File: src/rtl/reg_file16.sv
// ============================================================================
// reg_file16 - operand register file feeding the 16-bit ALU
//
// Holds eight DATA_W-bit registers built from flops. The file has two
// independent combinational read ports (R and S) for the ALU operand buses
// and one synchronous write port for the ALU result. It also holds the
// N/Z/C status register and a saturating count of accepted writes.
//
// Ports:
//   clk               system clock, all state updates on the rising edge
//   reset_n           asynchronous active-low reset
//   W_En              register write enable
//   W_Addr            write address
//   W_Data            write data (ALU Y)
//   R_Addr, S_Addr    read addresses for ports R and S
//   R, S              read data to ALU operand buses
//   Flag_Ld           status register load enable
//   N_in, Z_in, C_in  flags from the ALU
//   N, Z, C           registered status flags
//   Wr_Count          saturating count of accepted writes (debug)
// ============================================================================
module reg_file16 #(
    parameter int DATA_W = 16,
    parameter int ADDR_W = 3,
    parameter int BYPASS = 1
) (
    input  logic              clk,
    input  logic              reset_n,
    input  logic              W_En,
    input  logic [ADDR_W-1:0] W_Addr,
    input  logic [DATA_W-1:0] W_Data,
    input  logic [ADDR_W-1:0] R_Addr,
    input  logic [ADDR_W-1:0] S_Addr,
    output logic [DATA_W-1:0] R,
    output logic [DATA_W-1:0] S,
    input  logic              Flag_Ld,
    input  logic              N_in,
    input  logic              Z_in,
    input  logic              C_in,
    output logic              N,
    output logic              Z,
    output logic              C,
    output logic [7:0]        Wr_Count
);

    localparam int DEPTH = 1 << ADDR_W;

    logic [DATA_W-1:0] regs [DEPTH];

    // Register array. Reset wins over any write that is in flight, so a
    // register hit by reset is left at zero rather than at W_Data.
    always_ff @(posedge clk or negedge reset_n) begin
        if (!reset_n) begin
            for (int i = 0; i < DEPTH; i++) begin
                regs[i] <= '0;
            end
        end else if (W_En) begin
            regs[W_Addr] <= W_Data;
        end
    end

    // Status flags load together and are never forwarded. They load
    // independently of the register write port.
    always_ff @(posedge clk or negedge reset_n) begin
        if (!reset_n) begin
            N <= 1'b0;
            Z <= 1'b0;
            C <= 1'b0;
        end else if (Flag_Ld) begin
            N <= N_in;
            Z <= Z_in;
            C <= C_in;
        end
    end

    // The write counter sticks at all-ones so that a long run never looks
    // like a quiet one.
    always_ff @(posedge clk or negedge reset_n) begin
        if (!reset_n) begin
            Wr_Count <= 8'h00;
        end else if (W_En && (Wr_Count != 8'hFF)) begin
            Wr_Count <= Wr_Count + 8'h01;
        end
    end

    // Read port R. When forwarding is enabled, a same-cycle write to the
    // addressed register appears right away. Outputs are forced to zero
    // while reset is held so that forwarding cannot leak W_Data.
    always_comb begin
        R = regs[R_Addr];
        if ((BYPASS != 0) && W_En && (W_Addr == R_Addr)) begin
            R = W_Data;
        end
        if (!reset_n) begin
            R = '0;
        end
    end

    // Read port S follows the same rules as port R.
    always_comb begin
        S = regs[S_Addr];
        if ((BYPASS != 0) && W_En && (W_Addr == S_Addr)) begin
            S = W_Data;
        end
        if (!reset_n) begin
            S = '0;
        end
    end

endmodule

File: config.mk
export PLATFORM = sky130hd
export DESIGN_NAME = reg_file16
export DESIGN_NICKNAME = d
export VERILOG_FILES = /design/src/rtl/reg_file16.sv
export SDC_FILE = /design/constraint.sdc
export NUM_CORES = 1
export LEC_CHECK = 0
export ABC_AREA = 1
export BUFFER_PORTS_ARGS = -buffer_cell sky130_fd_sc_hd__buf_2
export CORE_UTILIZATION = 56
export CTS_BUF_LIST = sky130_fd_sc_hd__clkbuf_8
export CTS_CLUSTER_DIAMETER = 150
export DETAILED_ROUTE_END_ITERATION = 8
export PLACE_DENSITY = 0.86
export SYNTH_ARGS = -nofsm -noshare
export SYNTH_HDL_FRONTEND = slang
export SYNTH_SLANG_ARGS = --single-unit
File: constraint.sdc
create_clock -name clk -period 1.4 [get_ports clk]
set_input_delay 0.07 -clock clk [delete_from_list [all_inputs] [get_ports clk]]
set_output_delay 0.07 -clock clk [all_outputs]
set_load 0.005 [all_outputs]
## Word-level counts from Yosys, hierarchy flattened

Cells that the tools add are included.

- Flip-flop bits (word level): 139
- Input bits: 32

- Add/subtract/negate cells: 1
- $lt $le $gt $ge: 4
- Equality and inequality tests: 3
- Multiplexer cells: 13
- Bitwise operators: 3
- Reductions and logical operators: 4

Operators with widths:

| operator | number |
|---|---|
| $mux 16 | 9 |
| $bwmux 128 | 1 |
| $bmux 16 s3 | 2 |
| $demux 16 s3 | 1 |
| $ge 4x4->1 const B | 3 |
| $not 3->4 | 3 |
| $add 8x1->8 const B | 1 |
| $ne 8x8->1 const B | 1 |
| $eq 3x3->1 | 2 |
| $logic_and 1x1->1 | 4 |
| $lt 4x1->1 const B | 1 |

## Depth between registers and ports, before layout

Gate-level depths: netlist (run 1).

- Word-level depth: 6
- Depth in mapped cells: 10
- Gate-level depth less buffers: 9

## Worst setup path before layout (run 1)

No wires, ideal clock.

- Kind: reg-to-reg
- From: register Wr_Count[0]
- To: register Wr_Count[4]
- Setup time: 0.123 ns
- Arrival: 1.252 ns
- Required time: 1.277 ns
- Slack: 0.025 ns
- Stages on the path, launching flop included: 10
- Path buffers: 1
- Clock period less this slack: 1.375 ns
- Cell sequence: dfrtp_1 -> ha_1 -> nand3_1 -> nor2_1 -> nand2_1 -> nand2_1 -> buf_2 -> nor2_1 -> nand2_1 -> nand2_1

- Longest elaborated chain between the ends: 2
- Elaborated cells on any way between the ends: 3

Ends and longest elaborated chain:

| element | RTL line | RTL |
|---|---|---|
| from (decl) | 43 | `output logic [7:0] Wr_Count` |
| from (signal assigned) | 82 | `Wr_Count <= Wr_Count + 8'h01;` |
| parallel branches: the longest is 2 deep, another holds $add 8x1->8 | - |  |

Several ways; the timed one is not identified.
A chain may end at the register's enable or synchronous reset.

## Final worst setup path (run 1)

- From: register regs[123] (netlist name)
- To: output R[11]

- Longest elaborated chain between the ends: 5

Ends and longest elaborated chain:

| element | RTL line | RTL |
|---|---|---|
| from (decl) | 48 | `logic [DATA_W-1:0] regs [DEPTH];` |
| from (signal, indexed assignment) | 58 | `regs[W_Addr] <= W_Data;` |
| $bmux 16 s3 | 90 | `R = regs[R_Addr];` |
| $mux 16 (implied by the code) (2 in series) | 90 |  |
| $mux 16 | 91 | `if ((BYPASS != 0) && W_En && (W_Addr == R_Addr)) begin` |
| $mux 16 | 94 | `if (!reset_n) begin` |
| to (decl) | 34 | `output logic [DATA_W-1:0] R,` |

No other way between the ends. The select of a mux whose other input is x is not followed.

==> flow_summary.toml, run 1 <==
[clock_tree]
cts_max_level = 4
cts.clk_slew.worst_paths_ns = 0.08
cts.sinks = 139
clockBufferDepth = 2
clock_latency_ns = 0.46
cts_inserted_buffers = 17
cts_root_buf = "clkbuf_8"
tritoncts = "yes"

[pwr]
p_leak_nw = 5.14
irDropWorstVdd_uv = 796
p_per_area_nw_per_um2 = 1210

[global_route]
gr-total-overflow = 0
grt_pass1_vias = 8830
track_usage = 0.391
grt_pass1_wl_um = 44400
grt_max_degree = 65
antenna_found_initial = 1

[route]
dr.pass1.iters = 6
wl_per_cell_um = 18.3
drc = 0
via_per_inst = 6.05
vias = 9441
drtIter0Drc = 1522
wirelength_um = 28600
antenna_left = 0

[critical_path]
end_kind = "primary output"
cp_data_arrival_time_ns = 1.62
cp_max_fo = 2
crit_path_start_kind = "register"
reg2reg_depth = 7
cp.required_ns = 1.33
critPathKind = "reg2out"

[worst_hold_path]
hold_path_class = "in2reg"
min_path_cells = 3

[synthesis]
synth_edf_count = 0
synth_top_cell_area_share = 0.426
yosysWarnings = 0
syn_nets = 1255
synthCells = 1222
yosysUniqueCellTypes = 25
synth_area_leaders = "dfrtp_1 (43%), nand2_1 (23%), nand3_1 (12%), o21ai_0 (7.0%), nor2_1 (4.7%)"
ys.flop_type = "dfrtp_1"
synth_most_common_cell = "nand2_1"
post_synth.cell_area_avg_um2 = 6.68
ys_seq_area_frac = 0.426
ys_top_cells_by_count = "nand2_1 (504), nand3_1 (203), dfrtp_1 (139), o21ai_0 (115), nor2_1 (102)"
synth_top_area_cell = "dfrtp_1"
ys_seq_elements = 139
netlist_area_um2 = 8160
synthArstFlopShare = 1.00

[timing]
min_period_ns = 1.69
final.period_utilization = 1.21
worstMarginPinSlew_ns = 0.657
rsz0062_at_grt = "true"
timing.fmax_mhz = 592
setup_violations = 32
hold_violations = 1
hold_ws_ns = -0.00226
timing.final.ws_setup_ns = -0.289
clock_skew_ns = 0.00160
maxSlewHeadroom = 0.560
tns_ns = -5.51
slew_viol_final = 0

[floorplanning]
die-area_um2 = 15100
start_util = 0.581
core_region_area_um2 = 14000
num_rows = 43
die_x_um = 123
num_io_pins = 75
die_h_um = 123

[placed_design]
routabilityCongestion = 0.917
dpl-instance-area_um2 = 9160
dpl_worst_slack_ns = 0.00237
port_buffers = 74
dp_hpwl_um = 17200
dp_cells = 1474

[layout]
instances_no_fill = 1560
antenna_cells = 0
drive_gt1_frac = 0.216
area_growth_pct = 24.5
post-route-util = 0.724
num-nets-final = 1400
design_area_um2 = 10200

[run_status]
violations = "negative hold slack, negative setup slack"
outcome = "complete, but fails checks"

[job]
drv_cap = 0
cell type report:
type | instances | area, µm²
multi-input combinational | 968 | 4360
fill | 1060 | 3880
sequential | 139 | 3480
timing repair buffer | 208 | 1600
clock buffer | 18 | 248
tap | 180 | 225
clock inverter | 14 | 129
inverter | 33 | 124
critical path: stages (launching register included):
cell     delay, ns
dfrtp_1       0.39
nand2_1       0.07
nand3_1       0.09
nand2_1       0.08
nor2_1        0.11
nor2_1        0.07
nor2_2        0.19
buf_2         0.16
per-stage QoR:
stage,hold WS (ns),power [mW]
after floorplan,-0.226,7.31
after global placement,-0.0727,8.43
after global routing,0.00719,12.9
after CTS,0.0106,11.9
after detailed placement,-0.0725,8.57
final,-0.00226,12.3
layer usage:
layer  vias to the layer above  track usage  routed length (µm)
met4                         2        0.244                1610
met1                      4330        0.488               10700
met2                       736        0.594               12800
met3                       164        0.116                3530
li1                       4209            -                   -
met5                         -      0.00694                  15
repair_timing:
action | CTS | global route
endpoints found under the hold margin | 122 | 0
pin swaps | 39 | 64
hold buffers | 21 | 0
gates resized for setup | 13 | 39
endpoints found under the setup margin | 33 | 40
buffers inserted | 17 | 17
cells by family after synthesis:
kind of cell,share of synthesized area
compound gates,0.0803
buf+inv,0.0618
simple gates,0.422
flops,0.426
fa+ha+maj,0.00153
mux,0.00414
xor+xnor,0.00429
power breakdown:
part | internal, mW | leakage (nW) | switching, mW | total (mW)
Combinational | 1.58 | 3.22 | 2.01 | 3.59
Sequential | 4.80 | 1.73 | 0.705 | 5.51
Clock | 1.60 | 0.197 | 1.61 | 3.21
worst paths after layout:
check                       startpoint          end  slack (ns)
setup / recovery             regs[123]        R[11]       -0.29
hold / removal                    W_En  Wr_Count[6]      -0.002
setup reg to reg           Wr_Count[0]  Wr_Count[0]        0.09
hold reg to reg               regs[61]     regs[61]        0.51
max in group asynchronous      reset_n     regs[88]        0.30
min in group asynchronous      reset_n     regs[99]        0.22
placed cells by master (no fill, tap or decap), types with 7 or more instances in the layout:
cell type / count
nor2_1: 77
clkinv_2: 9
nor2_2: 36
nand3_2: 17
buf_12: 13
buf_2: 72
a21oi_1: 16
nand2_1: 498
clkbuf_8: 18
buf_4: 100
inv_1: 7
inv_2: 10
dfrtp_1: 139
clkinv_1: 16
o21ai_0: 115
dlygate4sd3_1: 21
nand3_1: 186
state kept, by name, summed over array words and instances, names as in the netlist:
signal    count
regs        128
Wr_Count      8
C             1
N             1
Z             1
Power figures use the tool's default switching activity.
==> run 2: changes to the inputs <==
ABC_AREA = default   (was 1)
CTS_CLUSTER_DIAMETER = default   (was 150)
PLACE_DENSITY = 0.89   (was 0.86)
==> run 2 against run 1 <==
  * Design area fell by 2.8%
  * Non-clock buffer count shrank 19
  * Highest routed layer is now met4
  * Critical path depth down 3
  * Via count fell by 35%
  * Fmax decreased by 8.9%
  * The flow finishes with violations (negative setup slack)
  * Global-route usage is 5.6 points lower
  * Final cell count fell by 40%
  * Combinational power increased by 11%
  * Synthesized cell count is 51% lower
  * Critical path type unchanged
  * Synthesized area fell by 4.4%
==> flow_summary.toml, run 2 <==
[run_status]
outcome = "complete, but fails checks"
violations = "negative setup slack"

[synthesis]
ys_seq_elements = 139
ys_seq_area_frac = 0.445
ys_top_cells_by_count = "dfrtp_1 (139), mux2_2 (112), a21oi_1 (62), mux2i_1 (62), mux4_2 (34)"
synth_edf_count = 0
synth_top_cell_area_share = 0.445
synth_top_area_cell = "dfrtp_1"
yosysWarnings = 0
synthArstFlopShare = 1.00
synth_most_common_cell = "dfrtp_1"
post_synth.cell_area_avg_um2 = 13.1
synth_area_leaders = "dfrtp_1 (45%), mux2_2 (16%), mux4_2 (9.8%), mux2i_1 (7.9%), a21oi_1 (4.0%)"
yosysUniqueCellTypes = 35
synthCells = 595
syn_nets = 628
ys.flop_type = "dfrtp_1"
netlist_area_um2 = 7810

[placed_design]
port_buffers = 74
dpl-instance-area_um2 = 8810
routabilityCongestion = 0.827
dp_hpwl_um = 13800

[global_route]
gr-total-overflow = 0
antenna_found_initial = 0
grt_pass1_vias = 6459
grt_max_degree = 38
grt_pass1_wl_um = 36000
track_usage = 0.336

[critical_path]
cpMaxStageDelayCell = "mux4_2"
cp_data_arrival_time_ns = 1.78
crit_chain = "mux4_2 -> a21oi_2 -> a21oi_2 -> buf_2"
crit_path_start_kind = "register"
crit_path_max_incr_delay_ns = 0.49
critical_path.top_delay_family = "multiplexers"
cp_max_fo = 3
worst_path_most_repeated_cell = "a21oi_2"
cp.required_ns = 1.33
end_kind = "primary output"
critPathBufInv = 1
critPathKind = "reg2out"

[route]
vias = 6142
dr.pass1.iters = 5
wirelength_um = 23100
antenna_left = 0
drtIter0Drc = 757
drc = 0
via_per_inst = 6.60
wl_per_cell_um = 24.8

[timing]
rsz0062_at_grt = "true"
setup_violations = 32
min_period_ns = 1.85
timing.final.ws_setup_ns = -0.454
clock_skew_ns = 0.00738
timing.fmax_mhz = 539
slew_viol_final = 0
maxSlewHeadroom = 0.494
worstMarginPinSlew_ns = 0.757
final.period_utilization = 1.32
hold_violations = 0

[layout]
largest_registers = "regs x128, Wr_Count x8"
area_growth_pct = 26.5
num-nets-final = 775
final_cell_mix = "dfrtp_1 (139), mux2_2 (112), buf_2 (73), buf_4 (62), mux2i_1 (61)"
antenna_cells = 0
design_area_um2 = 9880
regMostFlops = "regs"
largest_reg_flops = 128
final_common_cell = "dfrtp_1"
drive_gt1_frac = 0.542

[floorplanning]
die-area_um2 = 14400
core_region_area_um2 = 13400
num_rows = 42
die_h_um = 120
num_io_pins = 75
die_x_um = 120
start_util = 0.583

[clock_tree]
cts.clk_slew.worst_paths_ns = 0.08
clockBufferDepth = 2
cts_inserted_buffers = 17
cts.sinks = 139
clock_latency_ns = 0.46
cts_root_buf = "clkbuf_8"
tritoncts = "yes"
cts_max_level = 4

[worst_hold_path]
hold_path_class = "in2reg"

[pwr]
p_leak_nw = 4.38
power.total_mw = 13.1
p_per_area_nw_per_um2 = 1320
irDropWorstVdd_uv = 1100

[job]
drv_cap = 0
-- run 2: cell count changes in the layout (fill, tap and decap cells not counted), sizes merged, moves of 34 or more --
cell   previous run  this run
mux2i             0        62
o21ai           115        33
a21oi            16        62
mux2              3       132
mux4              0        34
nor2            116         2
nand2           507         2
nand3           203         2
-- run 2: cell families (layout without fill, tap and decap cells) --
logic type / Yosys count / in the layout / share of synthesized area
muxes: 228 / 228 / 0.378
and+or+nand+nor: 26 / 26 / 0.0303
DFF: 139 / 139 / 0.445
AOI/OAI and AO/OA: 126 / 126 / 0.0859
adders and majority gates: 1 / 1 / 0.00160
buffers and inverters: 62 / 221 / 0.0447
xor gates and xnor gates: 13 / 13 / 0.0146
-- run 2: report_power, final --
group          switching, mW  leakage, nW  internal (mW)  total (mW)
clock                   1.56        0.213           1.79        3.35
combinational           1.67         2.50           2.31        3.99
sequential             0.795         1.67           4.94        5.74
-- run 2: worst paths after layout --
| kind | startpoint | depth (start not counted) | slack, ns | end |
|---|---|---|---|---|
| min in group asynchronous | reset_n | 3 | 0.26 | regs[11] |
| max | regs[47] | 4 | -0.45 | R[15] |
| min | W_En | 3 | 0.13 | Wr_Count[1] |
| max in group asynchronous | reset_n | 4 | 0.26 | regs[93] |
| min reg2reg | regs[117] | 1 | 0.53 | regs[117] |
| max reg2reg | Wr_Count[1] | 4 | 0.05 | Wr_Count[1] |
-- run 2: timing repair --
item | in CTS | in global routing
hold buffers | 31 | 0
gates resized for setup | 40 | 9
pin swaps | 60 | 4
hold endpoints to repair | 211 | 0
buffers inserted | 14 | 7
endpoints found under the setup margin | 32 | 34
-- run 2: layout make-up --
type | instances | area [µm²]
clock buffer | 22 | 303
clock inverter | 9 | 95.1
fill | 786 | 3520
inverter | 1 | 3.75
multi-input combinational | 394 | 4180
sequential | 139 | 3480
tap | 176 | 220
timing repair buffer | 189 | 1590
-- run 2: tightest hold or removal path: stages --
cell	delay (ns)
buf_2	0.19
o21ai_4	0.12
mux2_2	0.16
-- run 2: metal layers --
layer	GRT usage	part of all wire
met1	0.418	0.38
met2	0.540	0.49
met3	0.0965	0.088
met4	0.155	0.038
met5	0	0
-- run 2: through the flow --
| stage | setup TNS [ns] | hold slack, ns | util | cells | setup WS, ns |
|---|---|---|---|---|---|
| 3_3_place_gp | -0.332 | -0.0556 | 0.658 | 847 | -0.0533 |
| 2_1_floorplan | 0 | -0.226 | - | 595 | 0.0216 |
| 6_report | -12.01 | 0.127 | 0.737 | 930 | -0.454 |
| 4_1_cts | -11.45 | 0.0559 | 0.730 | 923 | -0.449 |
| 5_1_grt | -13.45 | 0.143 | 0.737 | 930 | -0.487 |
| 3_5_place_dp | -1.10 | -0.0521 | 0.658 | 847 | -0.135 |
